===== src/rtl/seg_display_bcd_pkg.sv =====
// Shared constants and FSM encoding for the multi-channel BCD seven-segment display.
package seg_display_bcd_pkg;

  localparam logic [6:0] SEG_BLANK = 7'h7F;
  localparam logic [6:0] SEG_DASH  = 7'b0111111;

  // Active-low gfedcba patterns for decimal digits 0..9
  localparam logic [6:0] SEG_DIGIT [10] = '{
    7'b1000000, 7'b1111001, 7'b0100100, 7'b0110000, 7'b0011001,
    7'b0010010, 7'b0000010, 7'b1111000, 7'b0000000, 7'b0010000
  };

  typedef enum logic [1:0] {
    IDLE  = 2'd0,
    SHIFT = 2'd1,
    STORE = 2'd2
  } state_t;

endpackage


===== src/rtl/seg_display_bcd_seg_decode.sv =====
// Single BCD digit to active-low seven-segment pattern; non-decimal codes blank.
module seg_decode
  import seg_display_bcd_pkg::*;
(
  input  logic [3:0] digit,
  output logic [6:0] seg
);

  always_comb begin
    seg = SEG_BLANK;
    if (digit <= 4'd9) seg = SEG_DIGIT[digit];
  end

endmodule


===== src/rtl/seg_display_bcd.sv =====
// Round-robin multi-channel seven-segment controller: one double-dabble engine
// shared by all channels, one bit per cycle, registered active-low outputs.
module seg_display_bcd
  import seg_display_bcd_pkg::*;
#(
  parameter int NUM_CH   = 3,
  parameter int DATA_W   = 32,
  parameter int DIGITS   = 2,
  parameter int BLANK_LZ = 0
) (
  input  logic                       clock,
  input  logic                       resetn,
  input  logic                       enable,
  input  logic [NUM_CH*DATA_W-1:0]   ch_data,
  output logic [NUM_CH*DIGITS*7-1:0] hex,
  output logic                       busy,
  output logic                       frame_done
);

  localparam int CH_W  = (NUM_CH > 1) ? $clog2(NUM_CH) : 1;
  localparam int CNT_W = $clog2(DATA_W);
  localparam int BCD_W = DIGITS * 4;
  localparam logic [CH_W-1:0]  LAST_CH  = CH_W'(NUM_CH - 1);
  localparam logic [CNT_W-1:0] LAST_BIT = CNT_W'(DATA_W - 1);

  state_t             state_q;
  logic [CH_W-1:0]    ch_idx;
  logic [DATA_W-1:0]  shreg;
  logic [BCD_W-1:0]   bcd;
  logic               ovf;
  logic [CNT_W-1:0]   bit_cnt;

  logic [DATA_W-1:0]  ch_sel;
  logic [BCD_W-1:0]   bcd_adj;
  logic [6:0]         dec_seg  [DIGITS];
  logic [6:0]         disp_seg [DIGITS];
  logic               nz_above;

  always_comb begin
    ch_sel = '0;
    for (int unsigned k = 0; k < NUM_CH; k++)
      if (CH_W'(k) == ch_idx) ch_sel = ch_data[k*DATA_W +: DATA_W];
  end

  always_comb begin
    bcd_adj = bcd;
    for (int unsigned d = 0; d < DIGITS; d++)
      if (bcd[d*4 +: 4] >= 4'd5) bcd_adj[d*4 +: 4] = bcd[d*4 +: 4] + 4'd3;
  end

  for (genvar g = 0; g < DIGITS; g++) begin : g_dec
    seg_decode u_dec (
      .digit (bcd[g*4 +: 4]),
      .seg   (dec_seg[g])
    );
  end

  // Walk from the top digit down so "any nonzero at or above" is known per digit
  always_comb begin
    nz_above = 1'b0;
    for (int unsigned d = 0; d < DIGITS; d++) disp_seg[d] = SEG_BLANK;
    for (int unsigned i = DIGITS; i > 0; i--) begin
      nz_above = nz_above | (bcd[(i-1)*4 +: 4] != 4'd0);
      if (ovf)
        disp_seg[i-1] = SEG_DASH;
      else if ((BLANK_LZ != 0) && (i > 1) && !nz_above)
        disp_seg[i-1] = SEG_BLANK;
      else
        disp_seg[i-1] = dec_seg[i-1];
    end
  end

  always_ff @(posedge clock or negedge resetn) begin
    if (!resetn) begin
      state_q    <= IDLE;
      ch_idx     <= '0;
      shreg      <= '0;
      bcd        <= '0;
      ovf        <= 1'b0;
      bit_cnt    <= '0;
      hex        <= '1;
      busy       <= 1'b0;
      frame_done <= 1'b0;
    end else begin
      frame_done <= 1'b0;
      case (state_q)
        IDLE: begin
          if (enable) begin
            shreg   <= ch_sel;
            bcd     <= '0;
            ovf     <= 1'b0;
            bit_cnt <= '0;
            busy    <= 1'b1;
            state_q <= SHIFT;
          end
        end
        SHIFT: begin
          // A carry out of the top adjusted nibble means value >= 10^DIGITS
          {bcd, shreg} <= {bcd_adj[BCD_W-2:0], shreg, 1'b0};
          ovf          <= ovf | bcd_adj[BCD_W-1];
          bit_cnt      <= bit_cnt + CNT_W'(1);
          if (bit_cnt == LAST_BIT) state_q <= STORE;
        end
        STORE: begin
          for (int unsigned k = 0; k < NUM_CH; k++)
            if (CH_W'(k) == ch_idx)
              for (int unsigned d = 0; d < DIGITS; d++)
                hex[(k*DIGITS + d)*7 +: 7] <= disp_seg[d];
          ch_idx     <= (ch_idx == LAST_CH) ? '0 : ch_idx + CH_W'(1);
          frame_done <= (ch_idx == LAST_CH);
          busy       <= 1'b0;
          state_q    <= IDLE;
        end
        default: begin
          busy    <= 1'b0;
          state_q <= IDLE;
        end
      endcase
    end
  end

endmodule

===== config.mk =====
export PLATFORM = sky130hd
export DESIGN_NAME = seg_display_bcd
export DESIGN_NICKNAME = d
export VERILOG_FILES = /design/src/rtl/seg_display_bcd_pkg.sv /design/src/rtl/seg_display_bcd_seg_decode.sv /design/src/rtl/seg_display_bcd.sv
export SDC_FILE = /design/constraint.sdc
export NUM_CORES = 1
export LEC_CHECK = 0
export CAP_MARGIN = 30
export CORE_ASPECT_RATIO = 1.1
export CORE_UTILIZATION = 44
export CTS_CLUSTER_SIZE = 10
export DETAILED_ROUTE_END_ITERATION = 10
export GPL_TIMING_DRIVEN = 0
export HOLD_SLACK_MARGIN = 0.12
export PLACE_DENSITY = 0.77
export SLEW_MARGIN = 20
export SYNTH_ARGS = -nofsm -noshare
export SYNTH_HDL_FRONTEND = slang
export SYNTH_SLANG_ARGS = --single-unit

===== constraint.sdc =====
create_clock -name clock -period 1.5 [get_ports clock]
set_input_delay 0.225 -clock clock [delete_from_list [all_inputs] [get_ports clock]]
set_output_delay 0.225 -clock clock [all_outputs]
set_load 0.05 [all_outputs]

==> results.ini, run 1 <==
[worst_setup_path]
max_stage_delay_ns = 0.40
required_ns = 1.76
cpLargestDelayFamily = flip-flops
cp_slowest_cell = dfrtp_1
r2r_slack_ns = -0.02
arrival_ns = 1.78
path_buf_inv = 1
worst_setup_path_end_kind = flip-flop
critPathKind = reg2reg
crit_chain = buf_4, ha_2, a211oi_2, nor3_2, mux2_1
crit_fanout = 4
cp-start-kind = flip-flop

[floorplan]
die_area_mm2 = 0.0120
chipWidth_um = 104
boundaryPins = 143
initial_core_util_pct = 45.9
dieHeight_um = 115
rows = 40
core-area_mm2 = 0.0111

[placed_design]
dpl.cell_count = 821
post-place-ws_ns = -0.246
dp_hpwl_um = 9870
port_buffers = 142
dpl-instance-area_mm2 = 0.00672
place.gp.congestion = 0.823

[global_routing]
grt_max_degree = 57
track_usage_pct = 23.2
grt_pass1_wl_um = 22000
grt_overflow = 0
grt_pass1_vias = 4630
antenna_found_initial = 0

[layout]
post-route-util_pct = 69.3
nFillCells = 832
final_area_mm2 = 0.00766
antenna_cells = 0
multiInputGateArea_mm2 = 0.00266
layout-drive-gt1-share_pct = 33.3
final_cells = 861
seqCellArea_mm2 = 0.00241
fin_nets = 820
layout_commonest_cell = clkdlybuf4s50_1
mostFrequentLayoutCells = clkdlybuf4s50_1, nor2_1, o21ai_0
syn_to_final_growth_pct = 50.9

[run_status]
status = finished, violations left
violations = negative setup slack

[clock_network]
cts_tree = done
clock-sinks = 94
numCtsBuffers = 9
clk_pin_slew_ns = 0.06
cts_htree_levels = 3
root_buffer = clkbuf_16
clk_latency_ns = 0.34
cts_buffer_depth = 2

[drt]
drc = 0
wire_per_inst_um = 16.5
postRouteAntennaNets = 0
via_per_inst = 5.41
dr.pass1.iters = 5
first_iter_violations = 169
vias = 4654
wl_um = 14200

[synth]
syn_area_per_cell_um2 = 9.56
synth_ff_type = dfrtp_1
syn_area_mm2 = 0.00507
synth_edf_count = 0
synth.distinct_cells = 45
synthesis.instances = 531
ys_async_sr_fraction_pct = 100
ys_ff_latch = 94
mappedNetlistNets = 642
synth_warnings = 0
ys_seq_area_share_pct = 47.4

[power_and_ir_drop]
p_per_area_mw_per_mm2 = 1500
p_leak_nw = 2.98
ir_drop_uv = 645

[timing]
fin_crit_sh_pct = 101
skew_ns = 0.00507
fmax_mhz = 658
finalHoldViolCount = 0
tightest_slew_ns = 0.518
slew_headroom_pct = 65.6
fin_ws_ns = -0.0189
drv_slew = 0
rsz0062_at_grt = true
fin_setup_tns_ns = -0.0235
period_needed_ns = 1.52
finalSetupViolCount = 2

[min_path]
worst_hold_path_type = in2async

[run]
drv_cap = 0

Yosys cell counts, types with 3 or more instances:
cell      number  area [µm²]
a211oi_1      32         240
a21o_1         4        30.0
a21oi_1       43         215
a21oi_2        7        61.3
buf_2         11        55.1
buf_4         14         105
buf_6          9         101
clkbuf_1       7        26.3
dfrtp_1       52        1300
dfstp_2       42        1100
ha_1          12         150
inv_1         13        48.8
mux2_2         4        45.0
mux2i_1       36         360
nand2_1       42         158
nand2b_1       4        25.0
nor2_1        79         297
nor3_1         3        15.0
nor3b_1        3        22.5
o21ai_0       54         270
o21ai_1       20         100
o22ai_1        4        25.0
o31ai_1        4        30.0
layer usage:
| metal | global-route usage [%] | vias to the layer above | wire, µm |
|---|---|---|---|
| li1 | - | 2229 | - |
| met1 | 27.2 | 2209 | 5660 |
| met5 | 0 | - | 0 |
| met3 | 4.44 | 26 | 883 |
| met4 | 10.9 | 0 | 371 |
| met2 | 41.3 | 190 | 7330 |
state kept, by name (all words and copies together) (netlist names):
signal and count:
bcd 8, bit_cnt 5, busy 1, ch_idx 2
frame_done 1, hex 42, ovf 1, shreg 32
state_q 2
stage by stage:
step	hold WS (ns)	power [mW]
finish	0.410	11.5
floorplan	-0.0706	6.64
global route	0.444	12.1
CTS	0.409	10.6
global placement	0.455	7.70
detailed placement	0.225	7.91
cell families after synthesis:
kind of cell    count (synthesis)  share of synthesized area (%)
fa+ha+maj                      12                           2.96
buf+inv                        55                           6.71
xor+xnor                        2                          0.345
simple gates                  143                           12.3
flops                          94                           47.4
compound gates                184                           22.1
mux                            41                           8.21
area by class of cell:
class	instances	area share [%]
inverter	14	0.817
sequential	94	31.5
multi-input combinational	382	34.7
buffer	41	4.72
tap	147	2.40
clock inverter	3	0.523
clock buffer	13	3.54
timing repair buffer	167	21.9
timing repair:
item                                   in CTS  in global routing
hold buffers                                1                  0
setup endpoints to repair                 107                 84
endpoints found under the hold margin      12                  0
buffers inserted                           12                 11
resized for setup                         162                 78
pin swaps                                   8                 13
where the power goes:
group          internal, mW  total, mW  switching [mW]  leakage [nW]
clock network          1.43       2.35           0.916         0.155
logic                  2.37       5.32            2.95          1.76
registers              3.30       3.78           0.483          1.07
path summary, 6_finish.rpt:
check,startpoint,to,cells after the start
max,bcd[1]$_DFFE_PN0P_,hex[34]$_DFFE_PN1P_,5
min,resetn,frame_done$_DFF_PN0_,2
max reg2reg,bcd[1]$_DFFE_PN0P_,hex[34]$_DFFE_PN1P_,5
min reg2reg,hex[41]$_DFFE_PN1P_,hex[41]$_DFFE_PN1P_,2
max in group asynchronous,resetn,hex[12]$_DFFE_PN1P_,3
min in group clock,hex[41]$_DFFE_PN1P_,hex[41]$_DFFE_PN1P_,2
(Power assumes the default switching activity.)
==> run 2: changes to the inputs <==
--- a/config.mk
+++ b/config.mk
@@ -12,7 +12,7 @@
 export DETAILED_ROUTE_END_ITERATION = 10
 export GPL_TIMING_DRIVEN = 0
 export HOLD_SLACK_MARGIN = 0.12
-export PLACE_DENSITY = 0.77
+export PLACE_DENSITY = 0.86
 export SLEW_MARGIN = 20
 export SYNTH_ARGS = -nofsm -noshare
 export SYNTH_HDL_FRONTEND = slang
==> results.ini, run 2 (same netlist as run 1, synthesis figures left out) <==
[layout]
top_register = hex
layout_commonest_cell = clkdlybuf4s50_1
nFillCells = 736
antenna_cells = 0
mostFrequentLayoutCells = clkdlybuf4s50_1, nor2_1, dfrtp_1
final_cells = 872
fin_nets = 831
top_regs = hex: 42 flops, shreg: 32 flops, bcd: 8 flops
largest_reg_flops = 42
layout-drive-gt1-share_pct = 35.6
syn_to_final_growth_pct = 51.9
post-route-util_pct = 69.7

[placed_design]
post-place-ws_ns = -0.226
place.gp.congestion = 0.848
dp_hpwl_um = 9900
port_buffers = 142
dpl.cell_count = 821

[timing]
finalSetupViolCount = 11
fmax_mhz = 643
skew_ns = 0.00398
fin_crit_sh_pct = 104
tightest_slew_ns = 0.642
drv_slew = 0
finalHoldViolCount = 0
rsz0062_at_grt = true
period_needed_ns = 1.55
slew_headroom_pct = 57.2
fin_ws_ns = -0.0541

[worst_setup_path]
cpLargestDelayFamily = flip-flops
endpoint = hex[6]$_DFFE_PN1P_
worstReg2RegStart = bcd[2]$_DFFE_PN0P_
arrival_ns = 1.83
cp-start-kind = flip-flop
max_stage_delay_ns = 0.39
r2r-end = hex[6]$_DFFE_PN1P_
crit_chain = buf_2, nor2_1, a211oi_2, nor3_4, mux2_2
crit_cells = 5
cp_slowest_cell = dfrtp_1
required_ns = 1.77
path_buf_inv = 1
worst_setup_path_end_kind = flip-flop
critPathLaunch = bcd[2]$_DFFE_PN0P_
r2r_slack_ns = -0.05
critPathKind = reg2reg
ff2ff_path_depth = 5
crit_fanout = 10

[drt]
wire_per_inst_um = 17.0
vias = 4861
drc = 0
dr.pass1.iters = 5
postRouteAntennaNets = 0
wl_um = 14800
via_per_inst = 5.57
first_iter_violations = 251

[global_routing]
antenna_found_initial = 0
track_usage_pct = 23.7
grt_overflow = 0
grt_max_degree = 50
grt_pass1_vias = 4656
grt_pass1_wl_um = 22600

[min_path]
worst_hold_path_type = in2async

[clock_network]
cts_htree_levels = 3
cts_buffer_depth = 2
numCtsBuffers = 9
clock-sinks = 94
clk_latency_ns = 0.35
root_buffer = clkbuf_16
clk_pin_slew_ns = 0.06
cts_tree = done

[run_status]
violations = negative setup slack
status = finished, violations left

[floorplan]
rows = 40
boundaryPins = 143
initial_core_util_pct = 45.9
dieHeight_um = 115
core-area_mm2 = 0.0111
die_area_mm2 = 0.0120
chipWidth_um = 104

[power_and_ir_drop]
ir_drop_uv = 704
p_leak_nw = 3.01
p_per_area_mw_per_mm2 = 1490
power_mw = 11.5

[run]
drv_cap = 0

-- run 2: cell types whose count changed in the layout (fill, tap and decap cells not counted), moves of 3 or more --
cell / previous run / this run
buf_4: 32 / 43
a21oi_1: 36 / 32
o21ai_0: 50 / 46
o21ai_1: 24 / 28
a21oi_2: 12 / 15
o31ai_2: 0 / 3
-- run 2: how the worst min path moves through the flow --
stage / start / endpoint / slack [ns]
2_1_floorplan: resetn / bcd[0]$_DFFE_PN0P_ / -0.07
3_3_place_gp: hex[13]$_DFFE_PN1P_ / hex[13]$_DFFE_PN1P_ / 0.46
3_5_place_dp: resetn / frame_done$_DFF_PN0_ / 0.28
4_1_cts: resetn / bcd[0]$_DFFE_PN0P_ / 0.47
5_1_grt: resetn / bcd[0]$_DFFE_PN0P_ / 0.50
6_report: resetn / bcd[0]$_DFFE_PN0P_ / 0.47
-- run 2: final cells by class --
| class | count | area, µm² | share of cell area [%] |
|---|---|---|---|
| inverter | 14 | 60.1 | 0.779 |
| timing repair buffer | 178 | 1750 | 22.6 |
| tap | 147 | 184 | 2.39 |
| sequential | 94 | 2410 | 31.3 |
| clock inverter | 5 | 33.8 | 0.438 |
| multi-input combinational | 382 | 2700 | 35.0 |
| clock buffer | 11 | 243 | 3.15 |
| buffer | 41 | 338 | 4.38 |
-- run 2: what timing repair did --
action,in CTS,in global routing
hold buffers,1,0
endpoints found under the setup margin,99,90
resized for setup,161,86
hold endpoints to repair,18,0
pin swaps,7,20
setup buffers,13,21
gates cloned,0,0
-- run 2: power by group --
part	total [mW]	internal, mW	switching (mW)
logic	5.54	2.48	3.06
clock network	2.13	1.17	0.965
registers	3.79	3.30	0.487
total	11.5	6.94	4.51
-- run 2: layer usage --
layer | track usage (%) | wire (µm) | vias to the layer above
met4 | 8.00 | 289 | 0
li1 | - | - | 2251
met5 | 0 | 0 | -
met1 | 28.1 | 5750 | 2319
met2 | 43.4 | 7760 | 261
met3 | 4.33 | 1040 | 30
-- run 2: metrics by stage --
step	cell area (µm²)	hold slack, ns	TNS (ns)
after global routing	7710	0.497	-1.57
after global placement	6700	0.459	-238.42
after detailed placement	6710	0.277	-11.77
after CTS	7270	0.467	0
final	7710	0.466	-0.255
after floorplan	5090	-0.0706	0
